[config.mk]
export PLATFORM = sky130hd
export DESIGN_NAME = debounce_bank
export DESIGN_NICKNAME = d
export VERILOG_FILES = /design/src/rtl/debounce_pkg.sv /design/src/rtl/debounce_channel.sv /design/src/rtl/debounce_bank.sv
export SDC_FILE = /design/constraint.sdc
export NUM_CORES = 1
export LEC_CHECK = 0
export ABC_AREA = 1
export BUFFER_PORTS_ARGS = -buffer_cell sky130_fd_sc_hd__buf_4
export CORE_MARGIN = 2
export CORE_UTILIZATION = 65
export DETAILED_ROUTE_END_ITERATION = 8
export MAX_ROUTING_LAYER = met4
export PLACE_DENSITY = 0.81
export SLEW_MARGIN = 20
export SYNTH_ARGS = -nofsm -noshare
export SYNTH_HDL_FRONTEND = slang
export SYNTH_SLANG_ARGS = --single-unit
[constraint.sdc]
create_clock -name i_Clk -period 2.72 [get_ports i_Clk]
set_input_delay 0.408 -clock i_Clk [delete_from_list [all_inputs] [get_ports i_Clk]]
set_output_delay 0.408 -clock i_Clk [all_outputs]
set_load 0.05 [all_outputs]
[src/rtl/debounce_pkg.sv]
// debounce_pkg: shared constants, edge type and width helper for the debounce bank
package debounce_pkg;
   localparam int DEFAULT_DEBOUNCE_CYCLES = 4;
   typedef enum logic [1:0] {EDGE_NONE, EDGE_PRESS, EDGE_RELEASE} edge_e;
   function automatic int clog2_min1(input int n);
      return (n <= 2) ? 1 : $clog2(n);
   endfunction
endpackage

[src/rtl/debounce_channel.sv]
// debounce_channel: one synchronized, symmetrically debounced input with edge pulses and auto-repeat
module debounce_channel
   import debounce_pkg::*;
#(
   parameter int SYNC_STAGES     = 2,
   parameter int DEBOUNCE_CYCLES = DEFAULT_DEBOUNCE_CYCLES,
   parameter int REPEAT_DELAY    = 1000,
   parameter int REPEAT_PERIOD   = 250,
   parameter int REPEAT_EN       = 1
) (
   input  logic i_Clk,
   input  logic i_Rst,
   input  logic i_Data,
   output logic o_State,
   output logic o_Press,
   output logic o_Release,
   output logic o_Repeat
);
   localparam int CW = clog2_min1(DEBOUNCE_CYCLES + 1);
   localparam logic [CW-1:0] CNT_LAST = CW'(DEBOUNCE_CYCLES - 1);
   logic w_s, w_accept;
   edge_e w_edge;
   logic [CW-1:0] r_cnt;
   logic r_state, r_press, r_release;
   if (SYNC_STAGES == 0) begin : g_nosync
      assign w_s = i_Data;
   end else begin : g_sync
      logic [SYNC_STAGES-1:0] r_sync;
      always_ff @(posedge i_Clk)
         r_sync <= i_Rst ? '0 : SYNC_STAGES'({r_sync, i_Data});
      assign w_s = r_sync[SYNC_STAGES-1];
   end
   assign w_accept = (w_s != r_state) && (r_cnt == CNT_LAST);
   assign w_edge   = !w_accept ? EDGE_NONE : (w_s ? EDGE_PRESS : EDGE_RELEASE);
   always_ff @(posedge i_Clk) begin
      if (i_Rst) begin
         r_cnt     <= '0;
         r_state   <= 1'b0;
         r_press   <= 1'b0;
         r_release <= 1'b0;
      end else begin
         r_cnt     <= (w_s == r_state || w_accept) ? '0 : r_cnt + 1'b1;
         r_state   <= w_accept ? w_s : r_state;
         r_press   <= w_edge == EDGE_PRESS;
         r_release <= w_edge == EDGE_RELEASE;
      end
   end
   // hold counter is r_hold cycles past the press cycle; a release cancels any pulse due in its cycle
   if (REPEAT_EN != 0) begin : g_rep
      localparam int HW = clog2_min1(REPEAT_DELAY + 1);
      localparam logic [HW-1:0] HOLD_TOP    = HW'(REPEAT_DELAY);
      localparam logic [HW-1:0] HOLD_RELOAD = HW'(REPEAT_DELAY - REPEAT_PERIOD);
      logic [HW-1:0] r_hold, w_hold_inc;
      logic r_rep, w_fire;
      assign w_hold_inc = r_hold + 1'b1;
      assign w_fire     = r_state && (w_edge != EDGE_RELEASE) && (w_hold_inc == HOLD_TOP);
      always_ff @(posedge i_Clk) begin
         if (i_Rst) begin
            r_hold <= '0;
            r_rep  <= 1'b0;
         end else begin
            r_hold <= (!r_state || w_edge == EDGE_RELEASE) ? '0 : (w_fire ? HOLD_RELOAD : w_hold_inc);
            r_rep  <= w_fire;
         end
      end
      assign o_Repeat = r_rep;
   end else begin : g_norep
      assign o_Repeat = 1'b0;
   end
   assign o_State   = r_state;
   assign o_Press   = r_press;
   assign o_Release = r_release;
endmodule

[src/rtl/debounce_bank.sv]
// debounce_bank: array of independent debounce channels with an any-key-down flag
module debounce_bank
   import debounce_pkg::*;
#(
   parameter int CHANNELS        = 8,
   parameter int SYNC_STAGES     = 2,
   parameter int DEBOUNCE_CYCLES = DEFAULT_DEBOUNCE_CYCLES,
   parameter int REPEAT_DELAY    = 1000,
   parameter int REPEAT_PERIOD   = 250,
   parameter int REPEAT_EN       = 1
) (
   input  logic                i_Clk,
   input  logic                i_Rst,
   input  logic [CHANNELS-1:0] i_Data,
   output logic [CHANNELS-1:0] o_State,
   output logic [CHANNELS-1:0] o_Press,
   output logic [CHANNELS-1:0] o_Release,
   output logic [CHANNELS-1:0] o_Repeat,
   output logic                o_Any
);
   for (genvar c = 0; c < CHANNELS; c++) begin : g_ch
      debounce_channel #(
         .SYNC_STAGES    (SYNC_STAGES),
         .DEBOUNCE_CYCLES(DEBOUNCE_CYCLES),
         .REPEAT_DELAY   (REPEAT_DELAY),
         .REPEAT_PERIOD  (REPEAT_PERIOD),
         .REPEAT_EN      (REPEAT_EN)
      ) u_ch (
         .i_Clk    (i_Clk),
         .i_Rst    (i_Rst),
         .i_Data   (i_Data[c]),
         .o_State  (o_State[c]),
         .o_Press  (o_Press[c]),
         .o_Release(o_Release[c]),
         .o_Repeat (o_Repeat[c])
      );
   end
   assign o_Any = |o_State;
endmodule

==> Implementation_results.wiki <==
{| class="wikitable"
! Metric !! Value
|-
| Cell count after placement || 1112
|-
| Core Box Area || 10750 sq um
|-
| Hold slack || 79.99 ps
|-
| Number of buffer cells added on primary ports || 42
|-
| First element of the critical path || g_ch[2].u_ch.o_State
|-
| Global-route wire length before repair || 22550 um
|-
| Minimum clock period after layout || 1943 ps
|-
| Worst setup slack for register-to-register paths || 1020 ps
|-
| Post-synth EDFFs || 0
|-
| Width of the die || 108.6 um
|-
| Post-placement setup slack || 1041 ps
|-
| Transition at the pin with the smallest max-transition slack || 353.1 ps
|-
| Number of hold buffers added after cts || 0
|-
| Worst slew margin || 0.7646
|-
| Mean instance size in the synthesized netlist || 7.348 sq um
|-
| Fin nets || 1033
|-
| Max-cap violation count || 0
|-
| Post-synthesis cell area || 7113 sq um
|-
| Register area share after synthesis || 0.4278
|-
| Largest cells by area after synthesis || dfxtp_1 43%, nand2_1 10%, inv_1 8.3%
|-
| GR Util met2 || 0.4112
|-
| Synthesis Warnings || 0
|-
| HPWL reported at the end of detailed placement || 9527 um
|-
| Routed vias || 5766
|-
| Portion of the clock cycle consumed by the worst path in the final layout || 0.7143
|-
| GRT Max-Usage Layer || met2
|-
| Share of final-layout standard cells stronger than drive strength 1 || 0.1167
|-
| Number of filler cells placed in the layout || 890
|-
| Instance count along the most critical hold path || 3
|-
| Antenna violations before repair || 0
|-
| Number of ports placed on the die boundary || 43
|-
| Slew Limit Fails || 0
|-
| Main flop type after synthesis || dfxtp_1
|-
| Net Count, Synth || 1010
|-
| Arrival time reported for the critical path endpoint || 1530 ps
|-
| Worst-path fanout max || 3
|-
| DR DRC count || 0
|-
| Number of H-tree levels || 4
|-
| RSZ-0062 raised after global routing || false
|-
| Reg-to-Reg End || g_ch[4].u_ch.o_Repeat
|-
| Number of clock buffers inserted by TritonCTS || 17
|-
| Timing-limited maximum frequency || 514.7 MHz
|-
| Diodes inserted || 0
|-
| Post-CTS Setup Bufs || 0
|-
| Critical R2R Launch || g_ch[4].u_ch.r_cnt[0]
|-
| Worst reg-to-reg path cell count || 7
|-
| Largest net degree at the start of global routing || 33
|-
| Number of DRC markers after the initial detailed-route iteration || 328
|-
| Total power divided by cell area || 550.4 nW/um^2
|-
| Leakage power summed over all cells || 3.149 nW
|-
| Initial core utilization || 0.6620
|-
| Crit path kind || register to primary output
|-
| Via count of the first global-routing pass || 5360
|-
| Buffer cell driving the clock tree root || clkbuf_8
|-
| Setup violations, final || 0
|-
| Post-route non-filler standard cell count || 1143
|-
| Via density per instance || 5.045
|-
| Endpoints failing hold || 0
|-
| Router iterations before antenna repair || 5
|-
| Worst clock skew || 4.679 ps
|-
| Worst Setup End Kind || primary output
|-
| Type of the most critical hold path || primary input to register
|-
| Peak supply drop || 0.0005154 V
|-
| Leading cell types in the layout, fill and taps excluded || 197 x nand2_1, 158 x inv_1, 152 x dfxtp_1, 143 x nor2_1, 69 x nand3_1
|-
| Aggregate routed wire length || 13170 um
|-
| Die extent in y || 108.6 um
|-
| Async SR Flop Fraction || 0
|-
| Post-Synthesis Cells || 968
|-
| Total power of the final layout || 0.004319 W
|-
| Fraction of post-synthesis cell area in the top cell type by area || 0.4278
|-
| Signed area change from the synthesized netlist to the final layout || 10.31%
|-
| Routability congestion estimate || 0.9182
|-
| Seq cells post-synth || 152
|-
| Commonest non-fill, non-tap cell in the layout || nand2_1
|-
| Number of distinct library cells after synthesis || 29
|-
| Kind of start point of the critical path || register
|-
| Die ar. || 11800 sq um
|-
| Post-cts gate resize count || 0
|-
| Insertion delay of the later-clocked pin in the worst-skew pair || 530 ps
|-
| Data required time of the critical path || 2310 ps
|-
| Clock transition at the registers of the reported paths || 60 ps
|-
| Overall fraction of global-route tracks in use || 0.2482
|-
| Count of antenna-violating nets left after detailed routing || 0
|-
| Status || finished clean
|-
| Grt total ovfl || 0
|-
| Most area-hungry cell type in the Yosys netlist || dfxtp_1
|-
| Wirelength per Cell || 11.52 um
|-
| Met3 track utilization from global routing || 0.05499
|-
| Worst Setup Slack, final || 777.1 ps
|-
| Number of clock sinks seen by CTS || 152
|-
| TNS Setup || 0 ps
|-
| Total number of placement rows || 38
|-
| Critical path capture point || o_Any
|-
| Clock tree from TritonCTS || built
|-
| Maximum root-to-sink buffer count || 2
|-
| Met1 layer usage reported by global route || 0.2934
|}
## cells in the mapped netlist, types with 4 or more instances
| cell type | number |
|---|---|
| a21oi_1 | 46 |
| and2_1 | 5 |
| buf_4 | 32 |
| dfxtp_1 | 152 |
| ha_1 | 32 |
| inv_1 | 158 |
| nand2_1 | 197 |
| nand2_2 | 9 |
| nand3_1 | 69 |
| nand3_2 | 11 |
| nand3b_1 | 13 |
| nand4_1 | 12 |
| nor2_1 | 143 |
| nor2_2 | 12 |
| nor2_4 | 8 |
| nor3_1 | 10 |
| nor4_1 | 6 |
| o211ai_1 | 5 |
| o21ai_0 | 19 |
| o21bai_1 | 8 |
| xnor2_1 | 4 |
## layout make-up
class / instances / area (sq um) / area share
multi-input cells: 618 / 3203 / 0.4082
flip-flops and latches: 152 / 3043 / 0.3878
inverters: 159 / 596.8 / 0.07606
clock buffers: 22 / 452.9 / 0.05773
repair buffers: 43 / 322.8 / 0.04114
well taps: 140 / 175.2 / 0.02232
clock inverters: 9 / 52.55 / 0.006697
## routing by layer
metal,vias up,share of wire
met5,-,0
met4,0,0.020
met3,23,0.042
met2,108,0.47
met1,2575,0.47
li1,3060,-
## cell families after synthesis
family,count (synthesis),synth area share
DFF,152,0.4278
and+or+nand+nor,497,0.3184
xor gates and xnor gates,8,0.01302
adders and majority gates,32,0.05629
buffers and inverters,198,0.1219
AOI/OAI and AO/OA,81,0.06262
## sequential cells by signal (all words and copies together), names as in the netlist
register,count
g_ch.u_ch.r_cnt,24
g_ch.u_ch.o_Repeat,8
g_ch.u_ch.g_sync.r_sync,16
g_ch.u_ch.o_Press,8
g_ch.u_ch.o_State,8
g_ch.u_ch.g_rep.r_hold,80
g_ch.u_ch.o_Release,8
## worst min path at each step
stage	slack (ps)	from	to
3_3_place_gp	390	g_ch[4].u_ch.g_sync.r_sync[0]	g_ch[4].u_ch.g_sync.r_sync[1]
3_5_place_dp	400	g_ch[7].u_ch.g_sync.r_sync[0]	g_ch[7].u_ch.g_sync.r_sync[1]
2_1_floorplan	390	g_ch[0].u_ch.g_sync.r_sync[0]	g_ch[0].u_ch.g_sync.r_sync[1]
4_1_cts	60	i_Data[0]	g_ch[0].u_ch.g_sync.r_sync[0]
6_report	80	i_Data[7]	g_ch[7].u_ch.g_sync.r_sync[0]
5_1_grt	80	i_Data[0]	g_ch[0].u_ch.g_sync.r_sync[0]
## where the power goes
part | total [W] | switching, W | leakage, nW | internal, W
sequential | 0.00225 | 0.00000784 | 1.23 | 0.00224
combinational | 0.0000541 | 0.0000352 | 1.68 | 0.0000189
clock | 0.00202 | 0.000864 | 0.246 | 0.00115
total | 0.00432 | 0.000907 | 3.15 | 0.00341
## through the flow
step / utilization / area, sq um
finish: 0.7302 / 7846
global route: 0.7302 / 7846
CTS: 0.7302 / 7846
detailed placement: 0.6832 / 7341
global placement: 0.6832 / 7341
floorplan: - / 7113
## critical path, cell delays in order (launching register included)
cell and delay (ps):
dfxtp_1 360, nor4_1 260, nand3_1 160, buf_4 220
(Power assumes the default switching activity.)
